--- config.mk ---
export PLATFORM = sky130hd
export DESIGN_NAME = nts_tx_dispatch_flat
export DESIGN_NICKNAME = d
export VERILOG_FILES = /design/src/rtl/nts_tx_dispatch_if.sv /design/src/rtl/nts_tx_dispatch.sv /design/src/flat_wrapper.sv
export SDC_FILE = /design/constraint.sdc
export NUM_CORES = 1
export LEC_CHECK = 0
export BUFFER_PORTS_ARGS = -buffer_cell sky130_fd_sc_hd__buf_2
export CAP_MARGIN = 20
export CORE_MARGIN = 2
export CORE_UTILIZATION = 60
export DETAILED_ROUTE_END_ITERATION = 8
export GPL_TIMING_DRIVEN = 0
export MAX_ROUTING_LAYER = met4
export PLACE_DENSITY = 0.92
export SETUP_SLACK_MARGIN = 0.2
export SLEW_MARGIN = 20
export SYNTH_ARGS = -nofsm -noshare
export SYNTH_HDL_FRONTEND = slang
export SYNTH_SLANG_ARGS = --single-unit
--- constraint.sdc ---
create_clock -name i_clk -period 4.6 [get_ports i_clk]
set_input_delay 0.92 -clock i_clk [delete_from_list [all_inputs] [get_ports i_clk]]
set_output_delay 0.92 -clock i_clk [all_outputs]
set_load 0.05 [all_outputs]
--- src/rtl/nts_tx_dispatch_if.sv ---
// ---------------------------------------------------------------------------
// nts_tx_dispatch_if
// Byte-keep valid/ready stream from the Tx dispatcher to the MAC Tx adapter.
//   valid  : beat valid (driven by master)
//   ready  : beat accepted when valid && ready (driven by slave)
//   data   : 64-bit beat, packet byte 0 in bits [63:56]
//   keep   : MSB-aligned byte enables
//   last   : final beat of the packet
// ---------------------------------------------------------------------------
interface nts_tx_dispatch_if;
    logic        valid;
    logic        ready;
    logic [63:0] data;
    logic [7:0]  keep;
    logic        last;

    modport master (output valid, output data, output keep, output last, input ready);
    modport slave  (input valid, input data, input keep, input last, output ready);
endinterface

--- src/rtl/nts_tx_dispatch.sv ---
// ---------------------------------------------------------------------------
// nts_tx_dispatch
// Pulls completed packets word by word out of the double-buffered Tx packet
// buffer and streams them to the MAC Tx adapter, then releases the buffer.
// The buffer's fixed read latency is hidden by a credit-controlled skid FIFO.
//
// Ports
//   i_clk, i_areset_n      : clock / async active-low reset
//   i_tx_packet_available  : buffer holds a complete packet
//   o_tx_packet_read       : one-cycle release pulse
//   i_tx_fifo_empty        : no more words for this packet (valid the cycle
//                            after each rd_en)
//   o_tx_fifo_rd_en        : fetch next word
//   i_tx_fifo_rd_data      : word data, READ_LATENCY cycles after rd_en
//   i_tx_bytes_last_word   : valid bytes in the final word (0 means 8)
//   io_mac_tx              : master side of the MAC stream interface
//   o_busy                 : FSM not idle
//   o_error                : sticky protocol error
//   o_stat_packets/beats   : statistics counters
//
// Optional feature: define NTS_TX_DISPATCH_COUNTERS_EN to enable the
// packet/beat counters; otherwise the stat outputs are tied to zero.
// ---------------------------------------------------------------------------
module nts_tx_dispatch #(
    parameter int READ_LATENCY = 2,
    parameter int FIFO_DEPTH   = 4
) (
    input  logic              i_clk,
    input  logic              i_areset_n,
    input  logic              i_tx_packet_available,
    output logic              o_tx_packet_read,
    input  logic              i_tx_fifo_empty,
    output logic              o_tx_fifo_rd_en,
    input  logic [63:0]       i_tx_fifo_rd_data,
    input  logic [3:0]        i_tx_bytes_last_word,
    nts_tx_dispatch_if.master io_mac_tx,
    output logic              o_busy,
    output logic              o_error,
    output logic [31:0]       o_stat_packets,
    output logic [31:0]       o_stat_beats
);

    localparam int PTR_W = $clog2(FIFO_DEPTH);
    localparam int CNT_W = $clog2(FIFO_DEPTH + 1);

    generate
        if (READ_LATENCY < 1 || READ_LATENCY > 4) begin : g_bad_latency
            $error("nts_tx_dispatch: READ_LATENCY must be in 1..4");
        end
        if (FIFO_DEPTH < READ_LATENCY + 2) begin : g_bad_depth
            $error("nts_tx_dispatch: FIFO_DEPTH must be >= READ_LATENCY+2");
        end
    endgenerate

    typedef enum logic [2:0] {
        S_IDLE,
        S_FETCH,
        S_DRAIN,
        S_RELEASE,
        S_WAIT_CLEAR
    } state_t;

    state_t                  r_state;
    state_t                  w_state_next;

    logic                    w_rd_en;
    logic                    w_flush;
    logic                    w_zero_pkt;
    logic                    w_capture;
    logic                    w_credit_ok;

    // Tag pipe: one valid bit per outstanding read, aligned to rd_data.
    logic [READ_LATENCY-1:0] r_tag_vld;
    logic [READ_LATENCY-1:0] w_tag_last;
    logic                    w_tag_last0;

    logic [64:0]             r_mem [FIFO_DEPTH];
    logic [PTR_W-1:0]        r_wr_ptr;
    logic [PTR_W-1:0]        r_rd_ptr;
    logic [CNT_W-1:0]        r_count;
    logic [64:0]             w_head;
    logic                    w_valid;
    logic                    w_pop;
    logic                    w_push;
    logic                    w_overflow;
    logic                    w_wr;

    logic [3:0]              r_last_bytes;
    logic                    r_error;

    function automatic logic [PTR_W-1:0] ptr_inc(input logic [PTR_W-1:0] p);
        return (p == PTR_W'(FIFO_DEPTH - 1)) ? '0 : p + 1'b1;
    endfunction

    // Empty is resolved the cycle after a read, which is exactly when the
    // oldest stage of the tag pipe sees it; mark that tag last in place.
    assign w_tag_last0 = r_tag_vld[0] & i_tx_fifo_empty;

    generate
        if (READ_LATENCY > 1) begin : g_last_pipe
            logic [READ_LATENCY-1:1] r_tag_last;
            always_ff @(posedge i_clk or negedge i_areset_n) begin
                if (!i_areset_n) begin
                    r_tag_last <= '0;
                end else if (w_flush) begin
                    r_tag_last <= '0;
                end else begin
                    r_tag_last <= w_tag_last[READ_LATENCY-2:0];
                end
            end
            assign w_tag_last = {r_tag_last, w_tag_last0};
        end else begin : g_last_direct
            assign w_tag_last = w_tag_last0;
        end
    endgenerate

    // Credits count both buffered words and reads still in flight, so the
    // skid FIFO cannot overflow regardless of how long ready is held low.
    assign w_credit_ok = (int'(r_count) + $countones(r_tag_vld)) < FIFO_DEPTH;

    assign w_valid    = (r_count != '0);
    assign w_head     = r_mem[r_rd_ptr];
    assign w_pop      = w_valid && io_mac_tx.ready;
    assign w_push     = r_tag_vld[READ_LATENCY-1];
    assign w_overflow = w_push && (r_count == CNT_W'(FIFO_DEPTH)) && !w_pop;
    assign w_wr       = w_push && !w_overflow;

    always_comb begin
        w_state_next = r_state;
        w_rd_en      = 1'b0;
        w_flush      = 1'b0;
        w_zero_pkt   = 1'b0;
        w_capture    = 1'b0;
        case (r_state)
            S_IDLE: begin
                if (i_tx_packet_available) begin
                    w_capture = 1'b1;
                    if (i_tx_fifo_empty) begin
                        w_zero_pkt   = 1'b1;
                        w_state_next = S_RELEASE;
                    end else begin
                        w_state_next = S_FETCH;
                    end
                end
            end
            S_FETCH: begin
                if (!i_tx_packet_available) begin
                    w_flush      = 1'b1;
                    w_state_next = S_IDLE;
                end else if (w_tag_last0) begin
                    w_state_next = S_DRAIN;
                end else begin
                    w_rd_en = !i_tx_fifo_empty && w_credit_ok;
                end
            end
            S_DRAIN: begin
                if (!i_tx_packet_available) begin
                    w_flush      = 1'b1;
                    w_state_next = S_IDLE;
                end else if (w_pop && w_head[0]) begin
                    w_state_next = S_RELEASE;
                end
            end
            S_RELEASE: begin
                w_state_next = S_WAIT_CLEAR;
            end
            S_WAIT_CLEAR: begin
                if (!i_tx_packet_available) begin
                    w_state_next = S_IDLE;
                end
            end
            default: begin
                w_state_next = S_IDLE;
            end
        endcase
    end

    always_ff @(posedge i_clk or negedge i_areset_n) begin
        if (!i_areset_n) begin
            r_state      <= S_IDLE;
            r_tag_vld    <= '0;
            r_wr_ptr     <= '0;
            r_rd_ptr     <= '0;
            r_count      <= '0;
            r_last_bytes <= 4'd8;
            r_error      <= 1'b0;
        end else begin
            r_state <= w_state_next;
            r_error <= r_error | w_zero_pkt | w_flush | w_overflow;
            if (w_capture) begin
                r_last_bytes <= (i_tx_bytes_last_word == 4'd0 || i_tx_bytes_last_word > 4'd8)
                                ? 4'd8 : i_tx_bytes_last_word;
            end
            if (w_flush) begin
                r_tag_vld <= '0;
                r_wr_ptr  <= '0;
                r_rd_ptr  <= '0;
                r_count   <= '0;
            end else begin
                for (int k = READ_LATENCY - 1; k > 0; k--) begin
                    r_tag_vld[k] <= r_tag_vld[k-1];
                end
                r_tag_vld[0] <= w_rd_en;
                if (w_wr) begin
                    r_wr_ptr <= ptr_inc(r_wr_ptr);
                end
                if (w_pop) begin
                    r_rd_ptr <= ptr_inc(r_rd_ptr);
                end
                if (w_wr && !w_pop) begin
                    r_count <= r_count + 1'b1;
                end else if (!w_wr && w_pop) begin
                    r_count <= r_count - 1'b1;
                end
            end
        end
    end

    // Storage carries no reset; outputs are gated by the occupancy count.
    always_ff @(posedge i_clk) begin
        if (w_wr) begin
            r_mem[r_wr_ptr] <= {i_tx_fifo_rd_data, w_tag_last[READ_LATENCY-1]};
        end
    end

    assign io_mac_tx.valid = w_valid;
    assign io_mac_tx.data  = w_valid ? w_head[64:1] : 64'd0;
    assign io_mac_tx.last  = w_valid && w_head[0];
    assign io_mac_tx.keep  = !w_valid ? 8'h00 :
                             w_head[0] ? (8'hFF << (4'd8 - r_last_bytes)) : 8'hFF;

    assign o_tx_fifo_rd_en  = w_rd_en;
    assign o_tx_packet_read = (r_state == S_RELEASE);
    assign o_busy           = (r_state != S_IDLE);
    assign o_error          = r_error;

`ifdef NTS_TX_DISPATCH_COUNTERS_EN
    logic [31:0] r_stat_packets;
    logic [31:0] r_stat_beats;

    always_ff @(posedge i_clk or negedge i_areset_n) begin
        if (!i_areset_n) begin
            r_stat_packets <= '0;
            r_stat_beats   <= '0;
        end else begin
            if (r_state == S_RELEASE) begin
                r_stat_packets <= r_stat_packets + 32'd1;
            end
            // A beat taken by the MAC counts even if the packet later aborts.
            if (w_pop) begin
                r_stat_beats <= r_stat_beats + 32'd1;
            end
        end
    end

    assign o_stat_packets = r_stat_packets;
    assign o_stat_beats   = r_stat_beats;
`else
    assign o_stat_packets = 32'd0;
    assign o_stat_beats   = 32'd0;
`endif

endmodule

--- src/flat_wrapper.sv ---
// flat-port wrapper written by rule: the top's interface ports become plain ports
module nts_tx_dispatch_flat 
#(
    parameter int READ_LATENCY = 2,
    parameter int FIFO_DEPTH   = 4
)
  (i_clk, i_areset_n, i_tx_packet_available, o_tx_packet_read, i_tx_fifo_empty, o_tx_fifo_rd_en, i_tx_fifo_rd_data, i_tx_bytes_last_word, o_busy, o_error, o_stat_packets, o_stat_beats, io_mac_tx_valid, io_mac_tx_data, io_mac_tx_keep, io_mac_tx_last, io_mac_tx_ready);
  nts_tx_dispatch_if io_mac_tx_i ();
  input  logic i_clk;
  input  logic i_areset_n;
  input  logic i_tx_packet_available;
  output logic o_tx_packet_read;
  input  logic i_tx_fifo_empty;
  output logic o_tx_fifo_rd_en;
  input  logic [63:0] i_tx_fifo_rd_data;
  input  logic [3:0] i_tx_bytes_last_word;
  output logic o_busy;
  output logic o_error;
  output logic [31:0] o_stat_packets;
  output logic [31:0] o_stat_beats;
  output wire logic [$bits(io_mac_tx_i.valid)-1:0] io_mac_tx_valid;
  output wire logic [$bits(io_mac_tx_i.data)-1:0] io_mac_tx_data;
  output wire logic [$bits(io_mac_tx_i.keep)-1:0] io_mac_tx_keep;
  output wire logic [$bits(io_mac_tx_i.last)-1:0] io_mac_tx_last;
  input wire logic [$bits(io_mac_tx_i.ready)-1:0] io_mac_tx_ready;
  assign io_mac_tx_valid = io_mac_tx_i.valid;
  assign io_mac_tx_data = io_mac_tx_i.data;
  assign io_mac_tx_keep = io_mac_tx_i.keep;
  assign io_mac_tx_last = io_mac_tx_i.last;
  assign io_mac_tx_i.ready = io_mac_tx_ready;
  nts_tx_dispatch #(.READ_LATENCY(READ_LATENCY), .FIFO_DEPTH(FIFO_DEPTH)) u_core (.i_clk(i_clk), .i_areset_n(i_areset_n), .i_tx_packet_available(i_tx_packet_available), .o_tx_packet_read(o_tx_packet_read), .i_tx_fifo_empty(i_tx_fifo_empty), .o_tx_fifo_rd_en(o_tx_fifo_rd_en), .i_tx_fifo_rd_data(i_tx_fifo_rd_data), .i_tx_bytes_last_word(i_tx_bytes_last_word), .io_mac_tx(io_mac_tx_i), .o_busy(o_busy), .o_error(o_error), .o_stat_packets(o_stat_packets), .o_stat_beats(o_stat_beats));
endmodule
==> results.py, run 1 <==
metrics = {
    "detailed_routing": {
        "first_pass_iters": 5,
        "wl_per_cell_um": 19.87,
        "routed_wl_um": 22790,
        "final_antenna_net_count": 0,
        "viasPerCell": 5.348,
        "drc": 0,
        "initialDrtViolationCount": 343,
        "num_vias": 6134,
    },
    "grt": {
        "grt_max_degree": 45,
        "globalRouteOverflowTotal": 0,
        "grt_pass1_wl_um": 34290,
        "antenna_found_initial": 5,
        "grt_pass1_vias": 6298,
        "grt_use_total_pct": 23.01,
    },
    "logic_synthesis": {
        "synth_cells": 616,
        "avgSynthCellArea_um2": 18.89,
        "async_flop_share_pct": 6.475,
        "ys_ff_latch": 278,
        "seq_area_frac_synth_pct": 70.96,
        "synthDistinctLibCells": 46,
        "netlist_area_um2": 11640,
        "yosysWarnings": 0,
        "synth_edf_count": 260,
        "synth_ff_type": "edfxtp_1",
    },
    "place": {
        "placed_area_um2": 13060,
        "io_buffers": 150,
        "place_congestion": 0.7612,
        "hpwlAfterDp_um": 15000,
    },
    "sta": {
        "finalMaxSlewViolations": 0,
        "setup_tns_ps": 0,
        "clock_skew_ps": 8.506,
        "rsz0062_at_grt": "no",
        "worstMarginPinSlew_ps": 640.5,
        "hold_viol_final": 0,
        "period_share_pct": 79.61,
        "finalCriticalPeriod_ps": 3662,
        "setup-violations-final": 0,
        "fmax_mhz": 273.1,
        "slew_headroom_pct": 57.06,
    },
    "floorplan": {
        "ios": 215,
        "fp.dieH_um": 143.3,
        "initial_core_util_pct": 61.60,
        "die_area_um2": 20530,
        "die_w_um": 143.3,
        "fp-row-count": 50,
        "core-area_um2": 18890,
    },
    "power": {
        "powerDensity_nw_per_um2": 643.3,
        "leakage_nw": 5.207,
        "peakVddDrop_v": 0.0005108,
    },
    "clocking": {
        "cts_sinks": 278,
        "cts-buffers-inserted": 27,
        "cts_tree": "yes",
        "cts_resized": 0,
        "cts_root_buf": "clkbuf_16",
        "cts_buffer_depth": 3,
        "path_clk_slew_ps": 60,
        "post_cts_buffers": 0,
        "cts_hold_buf": 0,
        "htree_levels": 1,
        "clock_latency_ps": 530,
    },
    "final_layout": {
        "synthToLayoutAreaGrowth_pct": 19.51,
        "fillers": 1133,
        "nNetsFinal": 948,
        "fin_area_um2": 13910,
        "final_layout_size_suffix_gt1_share_pct": 39.91,
        "utilization_pct": 73.62,
    },
    "outcome": {
        "status": "completed",
    },
    "run": {
        "maxCapViolations": 0,
    },
    "critical_path": {
        "cp-end-kind": "output port",
        "crit_path_max_fanout": 7,
        "worstPathArrival_ps": 2740,
        "r2r_cells": 8,
        "startpoint_type": "flip-flop",
        "path_class": "reg -> out",
        "crit_required_ps": 3680,
    },
    "min_path": {
        "hold_class": "in -> async",
    },
}
kinds of logic (layout without fill, tap and decap cells):
logic type,after synthesis,count (layout),synth area share [%]
simple gates,121,121,6.665
other cells,1,69,0.03222
xor+xnor,4,4,0.3011
flops,278,278,70.96
buf+inv,103,306,6.343
fa+ha+maj,13,13,1.462
mux,66,66,12.76
compound gates,30,30,1.473
sequential cells by signal (all words and copies together) (netlist names):
| signal | flops |
|---|---|
| u_core.g_last_pipe.r_tag_last | 1 |
| u_core.r_mem | 260 |
| u_core.r_state | 3 |
| u_core.r_wr_ptr | 2 |
| u_core.r_count | 3 |
| u_core.r_last_bytes | 4 |
| u_core.r_tag_vld | 2 |
| u_core.r_rd_ptr | 2 |
| u_core.o_error | 1 |
metrics by stage:
stage / setup WS [ps] / power [mW] / instances / hold WS, ps
after floorplan: 1212 / 6.077 / 679 / 454.7
after global placement: 110.6 / 6.878 / 1089 / 470.7
after detailed placement: 1490 / 6.950 / 1093 / 459.7
after CTS: 906.5 / 9.032 / 1142 / 310.4
after global routing: 830.8 / 9.307 / 1147 / 346.6
final: 938.1 / 8.948 / 1147 / 314.2
Yosys cell counts, drive strengths merged (2+ instances only):
| cell | number | share of area, % |
|---|---|---|
| buf | 85 | 5.8 |
| nand4b | 2 | 0.15 |
| nand3 | 4 | 0.17 |
| inv | 11 | 0.35 |
| nor3 | 4 | 0.31 |
| or4b | 3 | 0.26 |
| nand2b | 4 | 0.21 |
| mux4 | 65 | 13 |
| nor2b | 5 | 0.27 |
| nor4b | 2 | 0.20 |
| nor3b | 2 | 0.13 |
| nand2 | 7 | 0.23 |
| edfxtp | 260 | 67 |
| a21oi | 9 | 0.39 |
| ha | 12 | 1.3 |
| and2 | 69 | 3.7 |
| xor2 | 3 | 0.23 |
| dfrtp | 17 | 3.7 |
| or3 | 7 | 0.38 |
| nand3b | 4 | 0.26 |
| o21ai | 9 | 0.39 |
| clkbuf | 7 | 0.23 |
| nor2 | 5 | 0.16 |
| a31oi | 8 | 0.43 |
cell usage in the layout (no fill, tap or decap), types with 9 or more instances in the layout:
cell type / count
clkbuf_1: 9
conb_1: 64
and2_1: 65
a21oi_1: 9
o21ai_0: 9
inv_1: 10
dfrtp_1: 17
ha_1: 12
buf_2: 162
clkbuf_16: 27
buf_4: 66
edfxtp_1: 260
mux4_2: 62
critical path: stages (launching register included):
cell	delay, ps
dfrtp_1	400
inv_1	90
ha_1	180
inv_1	60
ha_1	380
or4b_2	610
a31oi_1	210
buf_2	290
final timing paths:
path,startpoint,end,slack [ps]
hold / removal,i_areset_n,u_core.r_state[0],310
max in group asynchronous,i_areset_n,u_core.r_last_bytes[3],3970
min in group i_clk,u_core.o_error,u_core.o_error,470
setup / recovery,u_core.r_last_bytes[1],io_mac_tx_keep[1],940
hold reg to reg,u_core.o_error,u_core.o_error,470
setup reg to reg,u_core.r_count[0],u_core.r_count[2],2090
power breakdown:
group / leakage [nW] / internal [mW] / switching, mW
clock: 0.418 / 1.18 / 0.879
combinational: 2.22 / 1.23 / 2.74
sequential: 2.57 / 2.85 / 0.0606
total: 5.21 / 5.26 / 3.68
cell type report:
type                    count  area (um2)  share of cell area, %
clock buffers              29       683.2                  4.911
inverters                  11       41.29                 0.2968
multi-input cells         298        2888                  20.76
diodes                      5       12.51                0.08995
plain buffers              92       696.9                  5.010
repair buffers            154       853.3                  6.135
clock inverters            20       150.1                  1.079
flip-flops and latches    278        8259                  59.38
well taps                 260       325.3                  2.339
per-layer routing:
layer | GRT usage [%] | part of all wire (%) | up-vias | routed length [um]
li1 | - | - | 2770 | -
met1 | 27.39 | 38 | 3053 | 8594
met2 | 39.89 | 52 | 276 | 11900
met3 | 5.164 | 8.2 | 35 | 1867
met4 | 6.553 | 1.9 | 0 | 429
met5 | - | 0 | - | 0
Note: power is estimated with default switching activity, not from simulation.
==> run 2: changes to the inputs <==
--- a/config.mk
+++ b/config.mk
@@ -8,11 +8,11 @@
 export BUFFER_PORTS_ARGS = -buffer_cell sky130_fd_sc_hd__buf_2
 export CAP_MARGIN = 20
 export CORE_MARGIN = 2
-export CORE_UTILIZATION = 60
+export CORE_UTILIZATION = 50
 export DETAILED_ROUTE_END_ITERATION = 8
 export GPL_TIMING_DRIVEN = 0
 export MAX_ROUTING_LAYER = met4
-export PLACE_DENSITY = 0.92
+export PLACE_DENSITY = 0.83
 export SETUP_SLACK_MARGIN = 0.2
 export SLEW_MARGIN = 20
 export SYNTH_ARGS = -nofsm -noshare
==> constraint.sdc (replaced) <==
create_clock -name i_clk -period 3.08 [get_ports i_clk]
set_input_delay 0.616 -clock i_clk [delete_from_list [all_inputs] [get_ports i_clk]]
set_output_delay 0.616 -clock i_clk [all_outputs]
set_load 0.05 [all_outputs]
==> results.py, run 2 (synthesis gave the netlist of run 1 again) <==
metrics = {
    "outcome": {
        "status": "completed",
    },
    "final_layout": {
        "final_cell_mix": "edfxtp_1, buf_2, buf_4, and2_1, conb_1",
        "final_common_cell": "edfxtp_1",
        "nNetsFinal": 968,
        "top_regs": "u_core.r_mem: 260 flops, u_core.r_last_bytes: 4 flops",
        "top_register": "u_core.r_mem",
        "largest_register_ffs": 260,
        "stdcell_count": 1222,
        "final_layout_size_suffix_gt1_share_pct": 43.14,
        "fin_area_um2": 14710,
        "synthToLayoutAreaGrowth_pct": 26.41,
    },
    "detailed_routing": {
        "num_vias": 6147,
        "initialDrtViolationCount": 354,
        "routed_wl_um": 22970,
        "wl_per_cell_um": 18.80,
        "first_pass_iters": 4,
        "viasPerCell": 5.030,
        "drc": 0,
        "final_antenna_net_count": 0,
    },
    "sta": {
        "finalWorstSetupSlack_ps": 143.2,
        "finalMaxSlewViolations": 0,
        "period_share_pct": 95.35,
        "worstMarginPinSlew_ps": 627.3,
        "hold_viol_final": 0,
        "fmax_mhz": 340.5,
        "clock_skew_ps": 9.678,
        "setup-violations-final": 0,
        "rsz0062_at_grt": "yes",
        "slew_headroom_pct": 57.95,
        "finalCriticalPeriod_ps": 2937,
    },
    "clocking": {
        "htree_levels": 1,
        "cts_tree": "yes",
        "cts_root_buf": "clkbuf_16",
        "path_clk_slew_ps": 60,
        "cts-buffers-inserted": 28,
        "cts_sinks": 278,
        "clock_latency_ps": 530,
        "cts_hold_buf": 0,
        "cts_buffer_depth": 3,
    },
    "power": {
        "power.total_mw": 14.74,
        "powerDensity_nw_per_um2": 1002,
        "peakVddDrop_v": 0.0009081,
        "leakage_nw": 5.491,
    },
    "grt": {
        "use_met1_pct": 21.36,
        "grt_pass1_wl_um": 32690,
        "antenna_found_initial": 5,
        "grt_use_total_pct": 18.11,
        "grt-busiest-layer": "met2",
        "use_met2_pct": 31.91,
        "grtUsageMet3_pct": 4.016,
        "globalRouteOverflowTotal": 0,
        "grt_max_degree": 37,
        "grt_pass1_vias": 6108,
    },
    "critical_path": {
        "cpMaxStageDelayCell": "or4b_4",
        "cp-end-kind": "output port",
        "startpoint_type": "flip-flop",
        "max_stage_delay_ps": 480,
        "path_class": "reg -> out",
        "crit_path_max_fanout": 6,
        "timing.critical_path.cells": "inv_2, ha_4, inv_2, ha_4, or4b_4, a31oi_4, buf_6",
        "worstPathArrival_ps": 2320,
        "r2r_cells": 8,
        "crit_required_ps": 2460,
    },
    "place": {
        "place_congestion": 0.7993,
        "placed_area_um2": 13120,
        "io_buffers": 150,
        "preCtsSetupSlack_ps": 243.8,
        "hpwlAfterDp_um": 13850,
        "placed_cells": 1146,
    },
    "floorplan": {
        "initial_core_util_pct": 51.10,
        "core-area_um2": 22780,
        "die_area_um2": 24510,
        "die_w_um": 156.6,
        "fp.dieH_um": 156.6,
        "fp-row-count": 55,
        "ios": 215,
    },
    "run": {
        "maxCapViolations": 0,
    },
    "min_path": {
        "hold_class": "in -> async",
    },
}
==> run 2: power breakdown <==
| group | switching [mW] | total, mW | internal [mW] |
|---|---|---|---|
| Sequential | 0.0893 | 4.35 | 4.26 |
| Combinational | 4.28 | 6.88 | 2.60 |
| Clock | 1.36 | 3.51 | 2.15 |
==> run 2: path summary, 6_finish.rpt <==
kind,start,end,slack (ps)
min reg2reg,u_core.o_error,u_core.o_error,490
min,i_areset_n,u_core.r_last_bytes[2],8
max,u_core.r_last_bytes[1],io_mac_tx_keep[1],140
min in group i_clk,i_tx_fifo_rd_data[9],u_core.r_mem[3][10],300
max in group asynchronous,i_areset_n,u_core.r_last_bytes[3],2750
max reg2reg,u_core.r_count[0],u_core.r_count[2],670
==> run 2: what timing repair did <==
action	CTS	global route
setup endpoints to repair	71	63
hold endpoints to repair	0	0
gates resized for setup	44	94
buffers inserted	7	5
gates cloned	0	7
pin swaps	4	5
==> run 2: worst max-delay path, delay by kind of cell, from the launching register on <==
family / cells / cell delay [ps]
adder cells (fa/ha/maj): 2 / 420
AND/OR/NAND/NOR: 1 / 480
flip-flops: 1 / 390
AO/OA/AOI/OAI: 1 / 190
buffers and inverters: 3 / 310
==> run 2: per-layer routing <==
| layer | share of wire, % | vias to the layer above |
|---|---|---|
| met5 | 0 | - |
| met4 | 1.8 | 0 |
| met3 | 6.7 | 32 |
| met2 | 52 | 214 |
| met1 | 39 | 3080 |
| li1 | - | 2821 |
==> run 2: final cells by class <==
type / instances / area, um2
Sequential cell: 278 / 8259
Fill cell: 1511 / 8065
Multi-Input combinational cell: 298 / 2958
Timing Repair Buffer: 173 / 1326
Clock buffer: 39 / 803.3
Buffer: 92 / 750.7
Tap cell: 313 / 391.6
Clock inverter: 13 / 167.7
Inverter: 11 / 43.79
Antenna cell: 5 / 12.51
==> run 2: through the flow <==
step / TNS (ps) / hold WS (ps) / utilization [%]
detailed placement: 0 / 474.0 / 57.60
global placement: -285480 / 471.7 / 57.20
finish: 0 / 7.739 / 64.59
global route: 0 / 32.43 / 64.59
floorplan: 0 / 320.4 / -
CTS: 0 / 2.657 / 62.68
